### src/rtl/pixel_pkg.sv
// Shared definitions for the pixel ADC read-out slice.
//   - Default array geometry (N_COL_DEF) and ADC code width (DATA_W_DEF).
//   - FULL_SCALE: the code given to a pixel that never trips at the default width.
//   - phase_e: phase state of the read-out back end.
//   - Helpers that decode the phase inputs and the state.
package pixel_pkg;

    localparam int N_COL_DEF  = 2;
    localparam int DATA_W_DEF = 8;
    localparam int unsigned FULL_SCALE = (1 << DATA_W_DEF) - 1;

    typedef enum logic [2:0] {
        IDLE,
        ERASE,
        EXPOSE,
        CONVERT,
        READ1,
        READ2
    } phase_e;

    // Phase vector ordering is {erase, expose, convert, read1, read2}.
    function automatic logic is_multi_hot(input logic [4:0] phase);
        return $countones(phase) > 1;
    endfunction

    function automatic logic is_read(input phase_e s);
        return (s == READ1) || (s == READ2);
    endfunction

endpackage

### src/rtl/pixel_adc_readout_if.sv
// Pixel stream from the read-out back end to the frame buffer.
//   pix_data   : code of the current pixel
//   pix_idx    : flat index (row*N_COL + col) of the current pixel
//   pix_valid  : pix_data/pix_idx are valid
//   pix_ready  : sink accepts the current pixel
//   pix_parity : XOR of pix_data, present only with PIXEL_READOUT_PARITY_EN defined
// master = pixel source (pixel_adc_readout), slave = frame buffer.
interface pixel_adc_readout_if
    import pixel_pkg::*;
#(
    parameter int N_COL  = N_COL_DEF,
    parameter int DATA_W = DATA_W_DEF
);
    localparam int IDX_W = $clog2(2 * N_COL);

    logic [DATA_W-1:0] pix_data;
    logic [IDX_W-1:0]  pix_idx;
    logic              pix_valid;
    logic              pix_ready;
`ifdef PIXEL_READOUT_PARITY_EN
    logic              pix_parity;
`endif

    modport master (
        output pix_data, pix_idx, pix_valid,
`ifdef PIXEL_READOUT_PARITY_EN
        output pix_parity,
`endif
        input  pix_ready
    );

    modport slave (
        input  pix_data, pix_idx, pix_valid,
`ifdef PIXEL_READOUT_PARITY_EN
        input  pix_parity,
`endif
        output pix_ready
    );

endinterface

### src/rtl/pixel_ramp_latch.sv
// Per-pixel single-slope capture cell: code latch plus "tripped" flag.
//   clk, reset  : clock, synchronous active-high reset
//   clear_all   : clear latch and tripped flag (erase)
//   clear_trip  : clear tripped flag only (start of conversion)
//   capture_en  : conversion cycle; first cmp=1 latches code and sets tripped
//   fill_en     : end of conversion; an un-tripped latch takes full scale
//   cmp         : this pixel's comparator output
//   code        : current ramp code
//   latch_q     : latched pixel code
module pixel_ramp_latch
    import pixel_pkg::*;
#(
    parameter int DATA_W = DATA_W_DEF
) (
    input  logic              clk,
    input  logic              reset,
    input  logic              clear_all,
    input  logic              clear_trip,
    input  logic              capture_en,
    input  logic              fill_en,
    input  logic              cmp,
    input  logic [DATA_W-1:0] code,
    output logic [DATA_W-1:0] latch_q
);

    logic tripped_q;

    // NOTE: sequential state uses non-blocking assignments so every flop
    // samples pre-edge values regardless of block evaluation order.
    // NOTE: the code latch is an individual flop per pixel and is reset;
    // read-out after reset must return 0, so it is never left as an
    // unreset storage array.
    always_ff @(posedge clk) begin
        if (reset || clear_all) begin
            latch_q   <= '0;
            tripped_q <= 1'b0;
        end else if (clear_trip) begin
            tripped_q <= 1'b0;
        end else if (capture_en && cmp && !tripped_q) begin
            latch_q   <= code;
            tripped_q <= 1'b1;
        end else if (fill_en && !tripped_q) begin
            latch_q   <= '1;
        end
    end

endmodule

### src/rtl/pixel_adc_readout.sv
// Digital back end of the 2 x N_COL pixel array.
//   clk, reset                               : clock, synchronous active-high reset
//   erase, expose, convert, read1, read2     : phase inputs (one-hot or all zero)
//   cmp[2*N_COL]                             : comparators, bit r*N_COL+c = row r col c
//   ramp_code                                : code to the ramp DAC
//   overrun                                  : sticky, read phase left with pixels pending
//   protocol_err                             : sticky, multi-hot phase input seen
//   pix (pixel_adc_readout_if.master)        : pixel stream to the frame buffer
// Optional feature: PIXEL_READOUT_PARITY_EN adds pix.pix_parity = ^pix_data.
module pixel_adc_readout
    import pixel_pkg::*;
#(
    parameter int N_COL  = N_COL_DEF,
    parameter int DATA_W = DATA_W_DEF
) (
    input  logic                 clk,
    input  logic                 reset,
    input  logic                 erase,
    input  logic                 expose,
    input  logic                 convert,
    input  logic                 read1,
    input  logic                 read2,
    input  logic [2*N_COL-1:0]   cmp,
    output logic [DATA_W-1:0]    ramp_code,
    output logic                 overrun,
    output logic                 protocol_err,
    pixel_adc_readout_if.master  pix
);

    localparam int NPIX  = 2 * N_COL;
    localparam int IDX_W = $clog2(NPIX);

    logic [4:0]        phase_in;
    logic              multi;
    phase_e            state_q, state_d;
    logic              erase_now, conv_enter, conv_stay, conv_exit, capture_en;
    logic              read_enter, read_stay, read_leave;
    logic [IDX_W-1:0]  base_d, last_q;
    logic [IDX_W-1:0]  idx_q;
    logic              valid_q;
    logic [DATA_W-1:0] ramp_q;
    logic [DATA_W-1:0] lat [NPIX];

    assign phase_in = {erase, expose, convert, read1, read2};
    assign multi    = is_multi_hot(phase_in);

    // The state register is the single registration stage of the phase inputs.
    always_ff @(posedge clk) begin
        if (reset) state_q <= IDLE;
        else       state_q <= state_d;
    end

    always_comb begin
        // NOTE: every output of this block is given a value before any
        // branch, so no path can leave one unassigned and infer a latch.
        state_d = state_q;
        if (!multi) begin
            case (phase_in)
                5'b00000: state_d = IDLE;
                5'b10000: state_d = ERASE;
                5'b01000: state_d = EXPOSE;
                5'b00100: state_d = CONVERT;
                5'b00010: state_d = READ1;
                5'b00001: state_d = READ2;
                default:  state_d = state_q;
            endcase
        end
        // A multi-hot input forces state_d == state_q, so every entry/exit
        // strobe below is already quiet in that cycle.
        erase_now  = !multi && (state_d == ERASE);
        conv_enter = (state_d == CONVERT) && (state_q != CONVERT);
        conv_stay  = !multi && (state_q == CONVERT) && (state_d == CONVERT);
        conv_exit  = (state_q == CONVERT) && (state_d != CONVERT);
        capture_en = !multi && (state_q == CONVERT);
        read_enter = is_read(state_d) && (state_d != state_q);
        read_stay  = is_read(state_q) && (state_d == state_q);
        read_leave = is_read(state_q) && (state_d != state_q);
        base_d     = (state_d == READ2) ? IDX_W'(N_COL) : '0;
        last_q     = (state_q == READ2) ? IDX_W'(NPIX - 1) : IDX_W'(N_COL - 1);
    end

    for (genvar i = 0; i < NPIX; i++) begin : g_pix
        pixel_ramp_latch #(.DATA_W(DATA_W)) u_latch (
            .clk        (clk),
            .reset      (reset),
            .clear_all  (erase_now),
            .clear_trip (conv_enter),
            .capture_en (capture_en),
            .fill_en    (conv_exit),
            .cmp        (cmp[i]),
            .code       (ramp_q),
            .latch_q    (lat[i])
        );
    end

    always_ff @(posedge clk) begin
        if (reset) begin
            ramp_q       <= '0;
            overrun      <= 1'b0;
            protocol_err <= 1'b0;
            idx_q        <= '0;
            valid_q      <= 1'b0;
        end else begin
            if (multi) protocol_err <= 1'b1;

            // Pixels still pending when the read phase ends are dropped.
            if (read_leave && valid_q && !(pix.pix_ready && idx_q == last_q))
                overrun <= 1'b1;

            // Erase placed after the overrun set so it wins on the same edge.
            if (erase_now) begin
                ramp_q       <= '0;
                overrun      <= 1'b0;
                protocol_err <= 1'b0;
            end else if (conv_enter) begin
                ramp_q <= '0;
            end else if (conv_stay && ramp_q != '1) begin
                ramp_q <= ramp_q + 1'b1;
            end

            if (read_enter) begin
                idx_q   <= base_d;
                valid_q <= 1'b1;
            end else if (read_stay) begin
                if (valid_q && pix.pix_ready) begin
                    if (idx_q == last_q) valid_q <= 1'b0;
                    else                 idx_q   <= idx_q + 1'b1;
                end
            end else begin
                valid_q <= 1'b0;
            end
        end
    end

    // Latches are static outside CONVERT/ERASE, so the muxed code is stable
    // while a pixel waits for ready and also reflects a capture or fill made
    // on the very edge a read phase begins.
    assign ramp_code     = ramp_q;
    assign pix.pix_valid = valid_q;
    assign pix.pix_idx   = idx_q;
    assign pix.pix_data  = lat[idx_q];
`ifdef PIXEL_READOUT_PARITY_EN
    assign pix.pix_parity = ^lat[idx_q];
`endif

endmodule

### src/flat_wrapper.sv
// flat-port wrapper written by rule: the top's interface ports become plain ports
module pixel_adc_readout_flat import pixel_pkg::*;
#(
    parameter int N_COL  = N_COL_DEF,
    parameter int DATA_W = DATA_W_DEF
)
  (clk, reset, erase, expose, convert, read1, read2, cmp, ramp_code, overrun, protocol_err, pix_pix_data, pix_pix_idx, pix_pix_valid, pix_pix_ready);
  pixel_adc_readout_if #(.N_COL(N_COL), .DATA_W(DATA_W)) pix_i ();
  input  logic clk;
  input  logic reset;
  input  logic erase;
  input  logic expose;
  input  logic convert;
  input  logic read1;
  input  logic read2;
  input  logic [2*N_COL-1:0] cmp;
  output logic [DATA_W-1:0] ramp_code;
  output logic overrun;
  output logic protocol_err;
  output wire logic [$bits(pix_i.pix_data)-1:0] pix_pix_data;
  output wire logic [$bits(pix_i.pix_idx)-1:0] pix_pix_idx;
  output wire logic [$bits(pix_i.pix_valid)-1:0] pix_pix_valid;
  input wire logic [$bits(pix_i.pix_ready)-1:0] pix_pix_ready;
  assign pix_pix_data = pix_i.pix_data;
  assign pix_pix_idx = pix_i.pix_idx;
  assign pix_pix_valid = pix_i.pix_valid;
  assign pix_i.pix_ready = pix_pix_ready;
  pixel_adc_readout #(.N_COL(N_COL), .DATA_W(DATA_W)) u_core (.clk(clk), .reset(reset), .erase(erase), .expose(expose), .convert(convert), .read1(read1), .read2(read2), .cmp(cmp), .ramp_code(ramp_code), .overrun(overrun), .protocol_err(protocol_err), .pix(pix_i));
endmodule
### config.mk
export PLATFORM = sky130hd
export DESIGN_NAME = pixel_adc_readout_flat
export DESIGN_NICKNAME = d
export VERILOG_FILES = /design/src/rtl/pixel_pkg.sv /design/src/rtl/pixel_adc_readout_if.sv /design/src/rtl/pixel_ramp_latch.sv /design/src/rtl/pixel_adc_readout.sv /design/src/flat_wrapper.sv
export SDC_FILE = /design/constraint.sdc
export NUM_CORES = 1
export LEC_CHECK = 0
export CELL_PAD_IN_SITES_DETAIL_PLACEMENT = 2
export CELL_PAD_IN_SITES_GLOBAL_PLACEMENT = 2
export CORE_ASPECT_RATIO = 1.5
export CORE_MARGIN = 3
export CORE_UTILIZATION = 36
export CTS_CLUSTER_SIZE = 25
export DETAILED_ROUTE_END_ITERATION = 8
export GPL_TIMING_DRIVEN = 0
export PLACE_DENSITY_LB_ADDON = 0.12
export SYNTH_ARGS = -nofsm -noshare
export SYNTH_HDL_FRONTEND = slang
export SYNTH_HIERARCHICAL = 1
export SYNTH_SLANG_ARGS = --single-unit
### constraint.sdc
create_clock -name clk -period 5.3 [get_ports clk]
set_clock_uncertainty 0.1 [all_clocks]
set_input_delay 0.53 -clock clk [delete_from_list [all_inputs] [get_ports clk]]
set_output_delay 0.53 -clock clk [all_outputs]
set_load 0.02 [all_outputs]
==> results.toml <==
[critical_path]
arrival_ns = 4.91
r2r-end = "u_core/g_pix[1].u_latch/latch_q[3]$_SDFFE_PP0P_"
cp_max_fo = 12
worst-r2r-setup-slack_ns = 2.31
crit_chain = "clkdlybuf4s50_1 > buf_2 > inv_1 > fa_1 > inv_1 > ha_1 > nand2b_1 > a21o_1 > buf_2 > nor4_2 > a221oi_4 > buf_4 > nor2_1 > and2_1 > nor2_1 > nand3_2 > o221a_2"
critical_path.max_stage_delay_ns = 0.60
cpMaxStageDelayCell = "and2_1"
r2r.worst_path.cells = 9
required_ns = 5.46
startpoint_type = "input port"
path_class = "input port to flip-flop"
rr_startpoint = "u_core/state_q[0]$_SDFF_PP0_"
cp-end-kind = "flip-flop"

[power_and_ir_drop]
cellLeakagePower_nw = 1.06
p_comb_share_pct = 10.9
power.share.clock_pct = 33.4
power_density_nw_per_um2 = 215
switching_share_pct = 25.6
power.switching_mw = 0.181
pwr-share-seq_pct = 55.7
max-vdd-ir-drop_mv = 0.120
p_int_mw = 0.526
p_total_mw = 0.707

[synthesis]
syn-cell-area_um2 = 2760
ys_seq_elements = 52
synth.distinct_cells = 56
synthFlopType = "dfxtp_1"
synth_edf_count = 0
synth_adder_area_share_pct = 2.40
synth_area_leaders = "dfxtp_1, o221a_2, mux4_2, a21oi_1, nor2_1"
synthMuxAreaShare_pct = 6.53
syn_nets = 276
synth_top_family_by_area = "compound AO/OA/AOI/OAI gates"
yosysMostFrequentCell = "dfxtp_1"
seq_area_frac_synth_pct = 37.7
avgSynthCellArea_um2 = 10.6
yosys.area_share.simple_pct = 19.3
yosys_warnings = 6
synthCells = 261
async_reset_ff_share_pct = 0
synth_common_cells = "dfxtp_1, o221a_2, nor2_1, a21oi_1"
synth-compound-area-share_pct = 28.5
synthDominantCellAreaShare_pct = 37.7
yosysTopAreaCell = "dfxtp_1"
synthXorXnorAreaFrac_pct = 1.90

[clock_network]
clock_latency_ns = 0.31
post_cts_buffers = 0
cts_resized = 0
hold_buffers = 0
cts_sinks = 52
cts_tree = "yes"
clkTransAtPathRegs_ns = 0.09
cts-htree-levels = 2
cts_buffers = 5
clockRootBuffer = "clkbuf_8"
cts_buffer_depth = 2

[cells_and_area]
num-nets-final = 314
multiInputGateArea_um2 = 1620
syn2layout_area_growth_pct = 19.1
antenna_cells = 0
finalNonFillerCells = 400
regArea_um2 = 1040
drive_gt1_share_pct = 26.7
fillers = 817

[route]
drt_wl_total_um = 8000
via_count = 2348
drt-initial-drc-count = 81
top_layer = "met4"
wl_met2_um = 4580
firstDrtPassIters = 4
drc = 0
viasPerCell = 5.87
avgRoutedWirePerCell_um = 20.0
ant_nets = 0
wl_met3_um = 180
wl_met1_um = 3090

[placement]
gp_congestion = 0.792
placedCellCount = 392
portBuffers = 31
hpwl_um = 6200
pre_cts_ws_ns = 0.145

[worst_hold_path]
worstHoldStart = "u_core/overrun$_SDFFE_PP0P_"
hp-class = "flip-flop to flip-flop"
hold-path-endpoint = "u_core/overrun$_SDFFE_PP0P_"
hold_depth = 1

[sta]
fin_ws_ns = 0.551
hold_viol_final = 0
worstMarginPinSlew_ns = 1.15
finalSetupViolations = 0
period_share_pct = 89.6
relSlewSlack_pct = 22.8
fmax_mhz = 211
slew_viol_final = 0
rsz0062_at_grt = "no"
setup_tns_ns = 0
fin_crit_ns = 4.75

[floorplanning]
core-area_um2 = 7320
start_util_pct = 37.7
dieArea_um2 = 8780
num_io_pins = 33
die_y_um = 113
die_w_um = 77.5
rows = 38

[status]
status = "completed"

[global_route]
overflow = 0
grt_pass1_vias = 2505
grt_usage_pct = 19.3
grt_max_degree = 16
grt_pass1_wl_um = 13200
grt_antenna_before_repair = 0

[flow_run]
max_cap_viol_count = 0
power by group through the flow:
stage	Combinational (mW)	Clock (mW)	Sequential [mW]
3_3_place_gp	0.0761	0	0.403
4_1_cts	0.0780	0.247	0.394
6_report	0.0767	0.236	0.394
2_1_floorplan	0.0467	0	0.404
5_1_grt	0.0855	0.261	0.394
3_5_place_dp	0.0778	0	0.403
stage by stage:
step	hold slack (ns)	instance area [um^2]	utilization, %
6_report	0.380	3290	44.9
5_1_grt	0.427	3290	44.9
4_1_cts	0.391	3290	44.9
3_5_place_dp	0.363	3200	43.6
3_3_place_gp	0.350	3200	43.6
2_1_floorplan	0.404	2760	-
final cells by class:
cell class	count	area share, %
inverter	9	1.03
tap	100	3.81
timing repair buffer	31	9.44
clock inverter	2	0.304
clock buffer	6	2.51
sequential	52	31.7
buffer	11	2.09
multi-input combinational	189	49.2
cell usage in the layout (no fill, tap or decap), types with 3 or more instances in the layout:
master / synthesis / final
a21oi_1: 16 / 16
a21oi_2: 6 / 6
and3_1: 3 / 3
buf_2: 7 / 7
clkbuf_8: 0 / 6
clkdlybuf4s50_1: 0 / 31
dfxtp_1: 52 / 52
inv_1: 9 / 9
mux4_2: 8 / 8
nand2_1: 9 / 9
nand2b_1: 3 / 3
nand3_1: 4 / 4
nand3_2: 4 / 4
nand4_1: 4 / 4
nor2_1: 19 / 19
nor3_4: 4 / 4
nor3b_1: 4 / 4
nor4_1: 7 / 7
o21a_1: 4 / 4
o21ai_0: 3 / 3
o221a_2: 32 / 32
o31a_1: 3 / 3
o31ai_1: 8 / 8
or4_1: 9 / 9
xnor2_1: 3 / 3
xor2_1: 3 / 3
critical path, delay by kind of cell:
kind            cells  cell delay, ns
buf+inv             6            1.27
simple gates        6            1.82
compound gates      3            0.58
fa+ha+maj           2            0.69
kinds of logic after synthesis:
logic type / after synthesis
adder cells (fa/ha/maj): 5
AND/OR/NAND/NOR: 83
XOR/XNOR: 6
multiplexers: 8
AO/OA/AOI/OAI: 87
flip-flops: 52
buffers and inverters: 20
metal layers:
layer	track usage, %	up-vias
li1	-	1124
met3	3.34	10
met5	0	-
met4	6.53	0
met2	38.1	35
met1	20.1	1179
how the worst max path moves through the flow:
stage | end | startpoint | slack [ns]
after floorplan | u_core/g_pix[0].u_latch/latch_q[0]$_SDFFE_PP0P_ | erase | 1.39
after global placement | u_core/g_pix[1].u_latch/latch_q[0]$_SDFFE_PP0P_ | erase | 0.24
after detailed placement | u_core/g_pix[1].u_latch/latch_q[3]$_SDFFE_PP0P_ | erase | 0.15
after CTS | u_core/g_pix[1].u_latch/latch_q[3]$_SDFFE_PP0P_ | erase | 0.47
after global routing | u_core/g_pix[1].u_latch/latch_q[3]$_SDFFE_PP0P_ | erase | 0.18
final | u_core/g_pix[1].u_latch/latch_q[3]$_SDFFE_PP0P_ | erase | 0.55
sequential cells by signal, indices dropped and copies added (netlist names):
signal and count:
u_core/g_pix.u_latch/latch_q 32, u_core/ramp_code 8, u_core/g_pix.u_latch/tripped_q 4, u_core/state_q 3, u_core/pix.pix_idx 2, u_core/overrun 1, u_core/pix.pix_valid 1, u_core/protocol_err 1
(Power assumes the default switching activity.)
